## config.mk

```make
export PLATFORM = sky130hd
export DESIGN_NAME = preload_sequencer_flat
export DESIGN_NICKNAME = d
export VERILOG_FILES = /design/src/rtl/pre_load_pkg.sv /design/src/rtl/preload_sequencer_if.sv /design/src/rtl/stream_writer.sv /design/src/rtl/preload_sequencer.sv /design/src/flat_wrapper.sv
export SDC_FILE = /design/constraint.sdc
export NUM_CORES = 1
export LEC_CHECK = 0
export BUFFER_PORTS_ARGS = -buffer_cell sky130_fd_sc_hd__buf_4
export CAP_MARGIN = 30
export CORE_MARGIN = 5
export CORE_UTILIZATION = 55
export DETAILED_ROUTE_END_ITERATION = 10
export GPL_TIMING_DRIVEN = 0
export PLACE_DENSITY_LB_ADDON = 0.15
export SYNTH_ARGS = -nofsm -noshare
export SYNTH_HDL_FRONTEND = slang
export SYNTH_SLANG_ARGS = --single-unit
```

## constraint.sdc

```tcl
create_clock -name clk -period 3.2 [get_ports clk]
set_clock_uncertainty 0.1 [all_clocks]
set_input_delay 0.32 -clock clk [delete_from_list [all_inputs] [get_ports clk]]
set_output_delay 0.32 -clock clk [all_outputs]
set_load 0.1 [all_outputs]
```

## src/rtl/pre_load_pkg.sv

```systemverilog
// pre_load_pkg: shared state encoding, tile constants and data widths for the pre-load sequencer
package pre_load_pkg;
  function automatic int max2(input int a, input int b);
    return a > b ? a : b;
  endfunction
  localparam int ADDR_W = 6;
  localparam int N_WEIGHT = 64;
  localparam int N_ACT = 64;
  localparam int W_DATA = 8;
  localparam int A_DATA = 7;
  localparam int CNT_W = max2(ADDR_W, $clog2(max2(N_WEIGHT, N_ACT))) + 1;
  typedef enum logic [2:0] {IDLE, LOAD_W, LOAD_A, WAIT_WPU, PRE_CW, CAL} state_t;
endpackage

```

## src/rtl/preload_sequencer_if.sv

```systemverilog
// preload_sequencer_if: host handshake and datapath control bundle of the pre-load sequencer
interface preload_sequencer_if;
  import pre_load_pkg::*;
  logic start;
  logic busy;
  logic done;
  logic w_in_valid;
  logic w_in_ready;
  logic [W_DATA-1:0] w_in_data;
  logic a_in_valid;
  logic a_in_ready;
  logic [A_DATA-1:0] a_in_data;
  logic [W_DATA-1:0] Weight;
  logic [ADDR_W-1:0] Weight_Mem_Address_in;
  logic w_we;
  logic [A_DATA-1:0] Activation;
  logic [ADDR_W-1:0] Activation_Mem_Address_in;
  logic a_we;
  logic load_mem_done;
  logic PreLoad_CWeight;
  logic Cal;
  modport master (
    output start, w_in_valid, w_in_data, a_in_valid, a_in_data,
    input busy, done, w_in_ready, a_in_ready, Weight, Weight_Mem_Address_in, w_we,
    input Activation, Activation_Mem_Address_in, a_we, load_mem_done, PreLoad_CWeight, Cal
  );
  modport slave (
    input start, w_in_valid, w_in_data, a_in_valid, a_in_data,
    output busy, done, w_in_ready, a_in_ready, Weight, Weight_Mem_Address_in, w_we,
    output Activation, Activation_Mem_Address_in, a_we, load_mem_done, PreLoad_CWeight, Cal
  );
endinterface

```

## src/rtl/stream_writer.sv

```systemverilog
// stream_writer: valid/ready sink that registers N beats to sequential addresses with 1-cycle latency
module stream_writer
  import pre_load_pkg::*;
#(
  parameter int DW = 8,
  parameter int N = 64
) (
  input  logic clk,
  input  logic rst,
  input  logic i_en,
  input  logic i_valid,
  input  logic [DW-1:0] i_data,
  output logic o_ready,
  output logic o_last_beat,
  output logic o_we,
  output logic [DW-1:0] o_data,
  output logic [ADDR_W-1:0] o_addr
);
  localparam int CW = $clog2(N) + 1;
  logic [CW-1:0] r_cnt;
  logic w_fire;
  assign o_ready = i_en && (r_cnt < CW'(N));
  assign w_fire = i_valid && o_ready;
  assign o_last_beat = w_fire && (r_cnt == CW'(N - 1));
  always_ff @(posedge clk) begin
    if (rst) begin
      r_cnt <= '0;
      o_we <= 1'b0;
      o_data <= '0;
      o_addr <= '0;
    end else begin
      o_we <= w_fire;
      r_cnt <= i_en ? r_cnt + CW'(w_fire) : '0;
      if (w_fire) begin
        o_data <= i_data;
        o_addr <= r_cnt[ADDR_W-1:0];
      end
    end
  end
endmodule

```

## src/rtl/preload_sequencer.sv

```systemverilog
// preload_sequencer: loads a weight/activation tile, then runs the WPU wait, CW preload and Cal schedule
module preload_sequencer
  import pre_load_pkg::*;
#(
  parameter int WPU_WAIT = 64,
  parameter int CW_CYCLES = 3,
  parameter int CAL_CYCLES = 22
) (
  input logic clk,
  input logic rst,
  preload_sequencer_if.slave bus
);
  // WAIT_WPU lasts one extra cycle so load_mem_done, which lags the state by one, is held WPU_WAIT cycles
  localparam logic [CNT_W-1:0] WAIT_END = CNT_W'(WPU_WAIT);
  localparam logic [CNT_W-1:0] CW_END = CNT_W'(CW_CYCLES - 1);
  localparam logic [CNT_W-1:0] CAL_END = CNT_W'(CAL_CYCLES - 1);
  state_t r_state, w_next;
  logic [CNT_W-1:0] r_cnt;
  logic r_load_mem_done;
  logic w_w_last, w_a_last;
  stream_writer #(.DW(W_DATA), .N(N_WEIGHT)) u_w_writer (
    .clk(clk),
    .rst(rst),
    .i_en(r_state == LOAD_W),
    .i_valid(bus.w_in_valid),
    .i_data(bus.w_in_data),
    .o_ready(bus.w_in_ready),
    .o_last_beat(w_w_last),
    .o_we(bus.w_we),
    .o_data(bus.Weight),
    .o_addr(bus.Weight_Mem_Address_in)
  );
  stream_writer #(.DW(A_DATA), .N(N_ACT)) u_a_writer (
    .clk(clk),
    .rst(rst),
    .i_en(r_state == LOAD_A),
    .i_valid(bus.a_in_valid),
    .i_data(bus.a_in_data),
    .o_ready(bus.a_in_ready),
    .o_last_beat(w_a_last),
    .o_we(bus.a_we),
    .o_data(bus.Activation),
    .o_addr(bus.Activation_Mem_Address_in)
  );
  always_comb begin
    w_next = r_state;
    case (r_state)
      IDLE:     w_next = bus.start ? LOAD_W : IDLE;
      LOAD_W:   w_next = w_w_last ? LOAD_A : LOAD_W;
      LOAD_A:   w_next = w_a_last ? WAIT_WPU : LOAD_A;
      WAIT_WPU: w_next = (r_cnt == WAIT_END) ? PRE_CW : WAIT_WPU;
      PRE_CW:   w_next = (r_cnt == CW_END) ? CAL : PRE_CW;
      CAL:      w_next = (r_cnt == CAL_END) ? IDLE : CAL;
      default:  w_next = IDLE;
    endcase
  end
  assign bus.busy = r_state != IDLE;
  assign bus.PreLoad_CWeight = r_state == PRE_CW;
  assign bus.Cal = r_state == CAL;
  assign bus.done = (r_state == CAL) && (r_cnt == CAL_END);
  assign bus.load_mem_done = r_load_mem_done;
  always_ff @(posedge clk) begin
    if (rst) begin
      r_state <= IDLE;
      r_cnt <= '0;
      r_load_mem_done <= 1'b0;
    end else begin
      r_state <= w_next;
      r_cnt <= (w_next != r_state) ? '0 : r_cnt + CNT_W'(1);
      r_load_mem_done <= (r_state inside {WAIT_WPU, PRE_CW, CAL}) && (w_next != IDLE);
    end
  end
endmodule

```

## src/flat_wrapper.sv

```systemverilog
// flat-port wrapper written by rule: the top's interface ports become plain ports
module preload_sequencer_flat import pre_load_pkg::*;
#(
  parameter int WPU_WAIT = 64,
  parameter int CW_CYCLES = 3,
  parameter int CAL_CYCLES = 22
)
  (clk, rst, bus_start, bus_w_in_valid, bus_w_in_data, bus_a_in_valid, bus_a_in_data, bus_busy, bus_done, bus_w_in_ready, bus_a_in_ready, bus_Weight, bus_Weight_Mem_Address_in, bus_w_we, bus_Activation, bus_Activation_Mem_Address_in, bus_a_we, bus_load_mem_done, bus_PreLoad_CWeight, bus_Cal);
  preload_sequencer_if bus_i ();
  input logic clk;
  input logic rst;
  input wire logic [$bits(bus_i.start)-1:0] bus_start;
  input wire logic [$bits(bus_i.w_in_valid)-1:0] bus_w_in_valid;
  input wire logic [$bits(bus_i.w_in_data)-1:0] bus_w_in_data;
  input wire logic [$bits(bus_i.a_in_valid)-1:0] bus_a_in_valid;
  input wire logic [$bits(bus_i.a_in_data)-1:0] bus_a_in_data;
  output wire logic [$bits(bus_i.busy)-1:0] bus_busy;
  output wire logic [$bits(bus_i.done)-1:0] bus_done;
  output wire logic [$bits(bus_i.w_in_ready)-1:0] bus_w_in_ready;
  output wire logic [$bits(bus_i.a_in_ready)-1:0] bus_a_in_ready;
  output wire logic [$bits(bus_i.Weight)-1:0] bus_Weight;
  output wire logic [$bits(bus_i.Weight_Mem_Address_in)-1:0] bus_Weight_Mem_Address_in;
  output wire logic [$bits(bus_i.w_we)-1:0] bus_w_we;
  output wire logic [$bits(bus_i.Activation)-1:0] bus_Activation;
  output wire logic [$bits(bus_i.Activation_Mem_Address_in)-1:0] bus_Activation_Mem_Address_in;
  output wire logic [$bits(bus_i.a_we)-1:0] bus_a_we;
  output wire logic [$bits(bus_i.load_mem_done)-1:0] bus_load_mem_done;
  output wire logic [$bits(bus_i.PreLoad_CWeight)-1:0] bus_PreLoad_CWeight;
  output wire logic [$bits(bus_i.Cal)-1:0] bus_Cal;
  assign bus_i.start = bus_start;
  assign bus_i.w_in_valid = bus_w_in_valid;
  assign bus_i.w_in_data = bus_w_in_data;
  assign bus_i.a_in_valid = bus_a_in_valid;
  assign bus_i.a_in_data = bus_a_in_data;
  assign bus_busy = bus_i.busy;
  assign bus_done = bus_i.done;
  assign bus_w_in_ready = bus_i.w_in_ready;
  assign bus_a_in_ready = bus_i.a_in_ready;
  assign bus_Weight = bus_i.Weight;
  assign bus_Weight_Mem_Address_in = bus_i.Weight_Mem_Address_in;
  assign bus_w_we = bus_i.w_we;
  assign bus_Activation = bus_i.Activation;
  assign bus_Activation_Mem_Address_in = bus_i.Activation_Mem_Address_in;
  assign bus_a_we = bus_i.a_we;
  assign bus_load_mem_done = bus_i.load_mem_done;
  assign bus_PreLoad_CWeight = bus_i.PreLoad_CWeight;
  assign bus_Cal = bus_i.Cal;
  preload_sequencer #(.WPU_WAIT(WPU_WAIT), .CW_CYCLES(CW_CYCLES), .CAL_CYCLES(CAL_CYCLES)) u_core (.clk(clk), .rst(rst), .bus(bus_i));
endmodule
```

==> results of run 1 <==
[per-stage QoR]
step	instances	setup slack (ns)	instance area, um2
5_1_grt	373	0.642	2910
3_3_place_gp	365	0.919	2790
6_report	373	0.825	2910
2_1_floorplan	262	0.0752	2330
3_5_place_dp	365	0.863	2790
4_1_cts	373	0.802	2910
[worst min-delay path by stage]
| stage | to | cells past startpoint | startpoint | slack (ns) |
|---|---|---|---|---|
| after global routing | u_core.u_a_writer.o_data[2] | 3 | bus_a_in_data[2] | 0.14 |
| after detailed placement | u_core.u_w_writer.o_data[3] | 2 | u_core.u_w_writer.o_data[3] | 0.35 |
| final | u_core.u_a_writer.o_data[5] | 3 | bus_a_in_data[5] | 0.15 |
| after floorplan | u_core.u_a_writer.o_addr[0] | 2 | u_core.u_a_writer.r_cnt[0] | 0.34 |
| after global placement | u_core.u_a_writer.o_data[4] | 2 | u_core.u_a_writer.o_data[4] | 0.34 |
| after CTS | u_core.u_a_writer.o_data[0] | 3 | bus_a_in_data[0] | 0.14 |
[layout make-up]
| type | instances | area (um2) |
|---|---|---|
| sequential | 54 | 1080 |
| buffer | 14 | 72.6 |
| clock buffer | 5 | 68.8 |
| tap | 50 | 62.6 |
| timing repair buffer | 53 | 398 |
| clock inverter | 3 | 48.8 |
| inverter | 9 | 33.8 |
| fill | 327 | 1120 |
| multi-input combinational | 185 | 1140 |
[cell usage after synthesis, types with 6 or more instances]
cell type   n  share of area, %
nand3_1    20               4.3
inv_1       8               1.3
ha_1        8               4.3
dfxtp_1    54                47
xor2_1      9               3.4
a21oi_1    31               6.7
nor2_1     17               2.8
nand2_1    45               7.3
clkbuf_1    7               1.1
nor3_1      6               1.3
xnor2_1     6               2.3
[registers in the layout (all words and copies together), names as in the netlist]
| name | count |
|---|---|
| u_core.u_a_writer.o_data | 7 |
| u_core.u_a_writer.o_addr | 6 |
| u_core.u_w_writer.o_addr | 6 |
| u_core.r_cnt | 7 |
| u_core.u_w_writer.o_data | 8 |
| u_core.u_a_writer.r_cnt | 7 |
| u_core.bus.load_mem_done | 1 |
| u_core.u_w_writer.r_cnt | 7 |
| u_core.r_state | 3 |
| u_core.u_a_writer.o_we | 1 |
| u_core.u_w_writer.o_we | 1 |
[worst max-delay path: stages (launching register included)]
cell and delay [ns]:
dfxtp_1 0.40, ha_1 0.16, nand4b_1 0.10, or3_1 0.39, nor4b_2 0.26, buf_4 0.32
[layout by cell type, fill, tap and decap left out, types with 2 or more instances in the layout]
| cell | n |
|---|---|
| dfxtp_1 | 54 |
| buf_4 | 53 |
| nand2_1 | 45 |
| a21oi_1 | 31 |
| nand3_1 | 20 |
| nor2_1 | 17 |
| xor2_1 | 9 |
| inv_1 | 8 |
| ha_1 | 8 |
| clkbuf_1 | 7 |
| nor3_1 | 6 |
| xnor2_1 | 6 |
| clkbuf_8 | 5 |
| buf_2 | 4 |
| nor2b_1 | 4 |
| or3_1 | 4 |
| nand4_1 | 4 |
| and3_1 | 4 |
| nor4b_4 | 2 |
| buf_6 | 2 |
| and2_1 | 2 |
| nand2b_1 | 2 |
| and4_1 | 2 |
| and3b_1 | 2 |
| nor3b_1 | 2 |
| a31oi_1 | 2 |
[logic make-up (layout without fill, tap and decap cells)]
family	count (synthesis)	after routing	share of synthesized area, %
buffers and inverters	23	84	4.59
adders and majority gates	8	8	4.32
and+or+nand+nor	122	122	28.1
AOI/OAI and AO/OA	40	40	10.6
DFF	54	54	46.7
xor gates and xnor gates	15	15	5.67
[power by group through the flow]
stage | sequential (uW) | clock [uW] | combinational, uW
finish | 686 | 472 | 136
global route | 688 | 516 | 145
CTS | 686 | 486 | 137
detailed placement | 702 | 0 | 136
global placement | 702 | 0 | 135
floorplan | 736 | 0 | 61.5
[layer usage]
metal  vias to the layer above  wire length (um)
met4                         0                70
met3                         8               332
met5                         -                 0
li1                       1011                 -
met1                       885              2100
met2                        44              2510
==> impl_summary.md, run 1 <==
Status
The run finished with clean final reports.

Worst setup path
The launching point of the worst reg2reg path is u_core.r_state[2]. Along the worst path, the maximum fanout reaches 5. The worst register-to-register path has a setup slack of 0.86 ns.

STA classifies the critical path startpoint as a register. Data on the critical path is required at its endpoint by 2.78 ns. The endpoint class of the critical path is an output pin. The critical register-to-register path endpoint is u_core.u_w_writer.r_cnt[4]. The data arrival time at the worst-slack endpoint is 1.95 ns.

The launch point of the critical path is u_core.r_cnt[0]. The capturing element of the worst setup path is bus_done. The critical path is of the register to output pin type. Measured in cells, the most critical reg-to-reg path has a length of 9.

Synthesis
The number of nets in the synthesized netlist is 290. The mapped cell area is 2320 um2. The number of library cell types mapped by synthesis is 38. The number of storage elements in the synthesis netlist is 54.

In this run, synthesis inferred 0 flip-flops with an integrated enable. Among all flip-flop cells after synthesis, the most frequent one is dfxtp_1. The number of synthesis warnings is 0. The post-synthesis cell count is 262.

Averaged over all synthesized cells, the footprint is 8.84 um2. After synthesis, the share of flip-flops with an asynchronous set or reset is 0%. Summing the sequential cell areas from Yosys gives 46.7% of the chip area.

Clock network
The buffers inserted during post-CTS setup optimization is 0. The buffer depth of the longest clock path is 2. The number of buffers inserted for hold repair after clock tree synthesis is 0. TritonCTS built the clock tree. The number of buffers added by the clock tree synthesis step is 5. The clock reaches the later pin of the worst-skew pair after 0.31 ns. The library cell used as clock root buffer is clkbuf_8. After clock tree synthesis, the repair step resized 0 gates. The clock-pin transition on the worst setup and hold timing paths is 0.10 ns. CTS saw 54 sinks.

The level count of the clock H-tree is 2.

Floorplanning
After floorplanning, the core was divided into 23 placement rows. The core footprint is 4030 um2. From bottom edge to top edge, the die measures 74.9 um. The effective utilization at floorplan is 57.5%. The area of the die is 5610 um2. The die is 74.9 um wide. 56 I/O pins were placed.

Power
Combinational logic burns 10.5% of the power. The internal power of the cells totals 959 uW. The power consumption is 1290 uW. Sequential cells burn 53.0% of the power. Net switching is 25.9% of the power. VDD sags by at most 0.327 mV. In this run the power spent charging and discharging nets is 335 uW. In this run the power density over the cells is 445 nW/um2. The share of total power dissipated in the clock network is 36.5%. In this run the static leakage power is 0.00116 uW.

Timing
The total count of max-transition violations in the final report is 0. The final number of hold-violating endpoints is 0. Setup repair after global routing left no endpoint under its margin.

In this run the tightest slew margin relative to its limit is 66.5%. Setup total negative slack on the finished layout was measured at 0 ns. In the finished design, the share of the clock period the worst path needs comes to 74.2%. Hold is met by 0.149 ns. The highest achievable clock rate is 421 MHz. The final period demand of the worst path is 2.37 ns.

The transition at the pin with the smallest max-transition slack is 0.503 ns. The count of endpoints failing setup in the final report is 0.

Global routing
Global routing consumed, on the met3 layer, 4.54% of the routing resources. In this run the most used layer during global routing was met2. The total track usage is 19.0%. After global routing the overflow that remains totals 0.

The first-pass GRT wire length is 8210 um. The via count of the first global-routing pass is 1,824. The maximum number of pins on one net before global-route repair is 19. The number of antenna violations at the first check in global routing is 0. For met2 alone, demand over resource in global routing was 32.7%. The met1 global-route usage is 23.1%.

Finish
Compared with the post-synthesis result, the final layout area differs by 25.4%. The number of nets in the layout is 350. The number of antenna diodes in the final layout is 0. In the final layout, the share of cells above drive strength 1 is 24.1%. Cells fill 72.1% of the core in the end.

Placement
During placement, the flow inserted port buffers numbering 53. The congestion estimate from routability-driven global placement came to 0.810. Once detailed placement completed, the half-perimeter wirelength came to 3740 um.

Drt
The pre-antenna-repair detailed-routing pass consisted of 4 iterations. The remaining antenna violation count after routing is 0. The number of DRC markers in iteration 0 is 82. Detailed routing inserted a total of 1,948 vias. After detailed routing, the number of remaining DRC violations is 0. The via density per instance is 5.22.

The wire length reported by the detailed router is 5010 um. Dividing the detail-routed wire length by the instance count gives 13.4 um.

Min path
The min-delay analysis places its worst path in the category input pin to register.

Flow run
The count of max-cap constraint violations is 0.
Power figures use the tool's default switching activity.
==> inputs of run 2 (changes only) <==
- CORE_UTILIZATION: 55 -> 47
- clock period: 3.2 -> 2 ns (I/O delays scaled with it)
==> run 2 against run 1 <==
Compared with the run above: the flow now finishes with violations (setup timing); design area grew 5.9%; clock power is 26% higher; core utilization is 7.4 points lower; wire length up 1.9%; critical path depth rose by 1; register-to-register slack worse by 0.74 ns; sequential power is 60% higher; critical path type unchanged; highest routed layer unchanged.
==> impl_summary.md, run 2 (synthesis gave the netlist of run 1 again) <==
Min path
The path with the worst hold slack has its endpoint at u_core.u_a_writer.o_data[1]. The worst hold path depth was 3 (unchanged). The start point of the worst min-delay path is bus_a_in_data[1]. In this run the worst hold path is classified as input pin to register.

Timing
The final-layout setup total negative slack is -0.102 ns (-0.102 ns). The part of the cycle the worst path needs is 105%. The transition at the pin with the smallest max-transition slack came to 0.545 ns (+0.0421 ns). The count of endpoints failing setup in the final report is 1 (+1). For the finished layout, the period the worst path requires is 2.10 ns. The total count of max-transition violations in the final report is 0 (unchanged).

The relative max-transition margin is 63.7% (-2.8 points). The final number of hold-violating endpoints was 0 (unchanged). For this run, the top clock speed supported by timing is 476 MHz.

The setup slack of the critical path after layout is -0.102 ns (-0.927 ns). Setup repair after global routing could not meet its margin everywhere.

Worst setup path
The data arrival time at the worst-slack endpoint is 1.80 ns (-0.15 ns). The highest cell delay on the worst timing path is 0.37 ns (-0.03 ns). The flop-to-flop setup slack came to 0.12 ns (-0.74 ns).

The required time at the endpoint of the critical path came to 1.70 ns (-1.08 ns). The startpoint class of the critical path is a register. The launching point of the worst reg2reg path is u_core.r_state[0]. The number of cells traversed by the worst register-to-register path is 9 (unchanged). The highest-delay cell along the critical path is or3_4. The worst-path maximum fanout is 2 (-3). The class of the most critical setup path is register to output pin. The critical register-to-register path endpoint is u_core.u_a_writer.r_cnt[5]. The worst setup path is captured at an output pin. Traced cell by cell, the critical path runs through inv_2, ha_4, nand4b_1, or3_4, nor4b_4, buf_6.

Floorplanning
The vertical die dimension is 80.2 um (+7.1%). The area of the die is 6430 um2 (+15%). The standard-cell row count is 25 (+8.7%). The effective utilization at floorplan is 48.7% (-8.8 points). The horizontal die dimension is 80.2 um (+7.1%). The number of ports placed on the die boundary is 56 (unchanged). The core footprint came to 4750 um2 (+18%).

Finish
The register ranked first by flip-flop count is u_core.u_w_writer.o_data. The library cell used most frequently in the layout, excluding fill and tap cells, is buf_4. The count of placed standard cells in the final layout, fillers left out is 400 (+7.2%). The final-layout fill cell count is 443 (+35%). The relative area change from synthesis to final layout is 32.9%.

The proportion of layout cells with a drive suffix above 1 is 30.9% (+6.8 points). The top cell types in the final layout, fill and taps aside, are buf_4, dfxtp_1, nand2_1. The number of nets in the layout was 360 (+2.9%). The number of flip-flops under the largest register name is 8 (unchanged). The count of inserted antenna diode cells is 0 (unchanged).

Drt
The remaining antenna violation count after routing is 0 (unchanged). The detailed-route DRC error count came to 0 (unchanged). The first-pass detailed-route iteration total is 4 (unchanged). The via count was 1,968 (+1.0%).

The routed wire length per instance was 12.8 um (-5.0%). The number of DRC markers in iteration 0 is 93 (+13%). The via density per instance is 4.92 (-5.8%). The wire length reported by the detailed router is 5110 um (+1.9%).

Power
The combinational fraction of design power was 12.4% (+1.9 points). The sequential group share of total power is 56.8% (+3.8 points). The internal power consumption is 1410 uW (+47%). The switching share of total power is 26.8% (+0.84 points). The static leakage came to 0.00120 uW (+3.9%). The clock power share is 30.7% (-5.8 points).

The power density over the cells is 627 nW/um2 (+41%). The maximum VDD drop is 0.444 mV (+36%). The total net switching power came to 516 uW (+54%).

Status
The final reports fail on setup timing. The flow ran to the end, but the final reports show violations.

Clock network
The total number of clock tree sinks came to 54 (unchanged). The tree is rooted in a clkbuf_8. The TritonCTS clock tree is yes. The level count of the clock H-tree was 2 (unchanged). The number of buffers added by the clock tree synthesis step is 5 (unchanged). The buffer depth of the longest clock path was 2 (unchanged). The clock-pin transition on the worst setup and hold timing paths is 0.10 ns (about the same). The clock latency on the worst-skew pair came to 0.30 ns (about the same).

Global routing
The first-pass GRT wire length is 8670 um (+5.6%). The number of antenna violations at the first check in global routing was 0 (unchanged). The total track usage is 17.0% (-2.0 points). The maximum number of pins on one net before global-route repair is 17 (-2).

The sum of overflow across all layers after global routing is 0 (unchanged). The via count of the first global-routing pass was 1,909 (+4.7%).

Placement
The global placement routability congestion is 0.788 (-2.7%). The number of port buffers is 53 (unchanged). The half-perimeter wire length of the detailed placement result is 3800 um (+1.6%).

The cell total after placement came to 382 (+4.7%).

Flow run
The count of max-cap constraint violations came to 0 (unchanged).
## run 2: cell types whose count changed in the layout (fill, tap and decap cells not counted), moves of 2 or more
cell and change:
ha_1 -3, dfxtp_4 +2, inv_2 +3, dfxtp_1 -4
ha_4 +3, buf_2 -2, nand2_1 -2, dfxtp_2 +2
inv_1 -3, buf_4 +10
## run 2: power by group through the flow
stage	registers [uW]	clock network, uW	logic (uW)
floorplan	1180	0	100
global placement	1120	0	219
detailed placement	1120	0	220
CTS	1100	621	233
global route	1100	673	257
finish	1100	593	240
## run 2: cell type report
class,count,area (um2),area share (%)
clock buffer,6,72.6,2.36
timing repair buffer,65,499,16.2
clock inverter,2,13.8,0.447
buffer,12,66.3,2.15
inverter,9,33.8,1.10
tap,67,83.8,2.72
sequential,54,1090,35.4
multi-input combinational,185,1220,39.6
## run 2: worst max-delay path, delay by kind of cell (launching register included)
kind | cells | cell delay (ns)
adders and majority gates | 1 | 0.12
buffers and inverters | 2 | 0.33
DFF | 1 | 0.34
and+or+nand+nor | 3 | 0.71
## run 2: worst max-delay path by stage
stage	start	to	slack [ns]	cells after the start
after floorplan	u_core.r_state[2]	u_core.u_a_writer.r_cnt[5]	-0.85	9
after global placement	u_core.u_w_writer.r_cnt[6]	u_core.u_w_writer.r_cnt[4]	-0.28	9
after detailed placement	u_core.u_w_writer.r_cnt[6]	u_core.u_w_writer.r_cnt[6]	-0.27	9
after CTS	u_core.r_cnt[1]	bus_done	-0.16	6
after global routing	u_core.r_cnt[1]	bus_done	-0.19	6
final	u_core.r_cnt[1]	bus_done	-0.10	6
## run 2: stage by stage
stage	worst slack, ns	hold slack (ns)	instance area [um2]	utilization [%]	power [uW]
2_1_floorplan	-0.851	0.236	2390	-	1280
3_3_place_gp	-0.282	0.343	2870	60.3	1340
3_5_place_dp	-0.268	0.348	2870	60.3	1340
4_1_cts	-0.156	0.0237	3020	63.6	1950
5_1_grt	-0.194	0.0138	3080	64.7	2030
6_report	-0.102	0.0333	3080	64.7	1930
## run 2: layer usage
| layer | part of all wire [%] | GRT usage (%) | vias up |
|---|---|---|---|
| met5 | 0 | 0 | - |
| met4 | 1.2 | 4.73 | 0 |
| met3 | 6.0 | 5.27 | 5 |
| met2 | 49 | 29.1 | 37 |
| met1 | 44 | 20.5 | 898 |
| li1 | - | - | 1028 |
## run 2: repair_timing
action | 4_1_cts | 5_1_grt
endpoints found under the hold margin | 0 | 0
hold buffers | 0 | 0
setup buffers | 5 | 7
gates resized for setup | 11 | 2
setup endpoints to repair | 10 | 8
pin swaps | 4 | 3
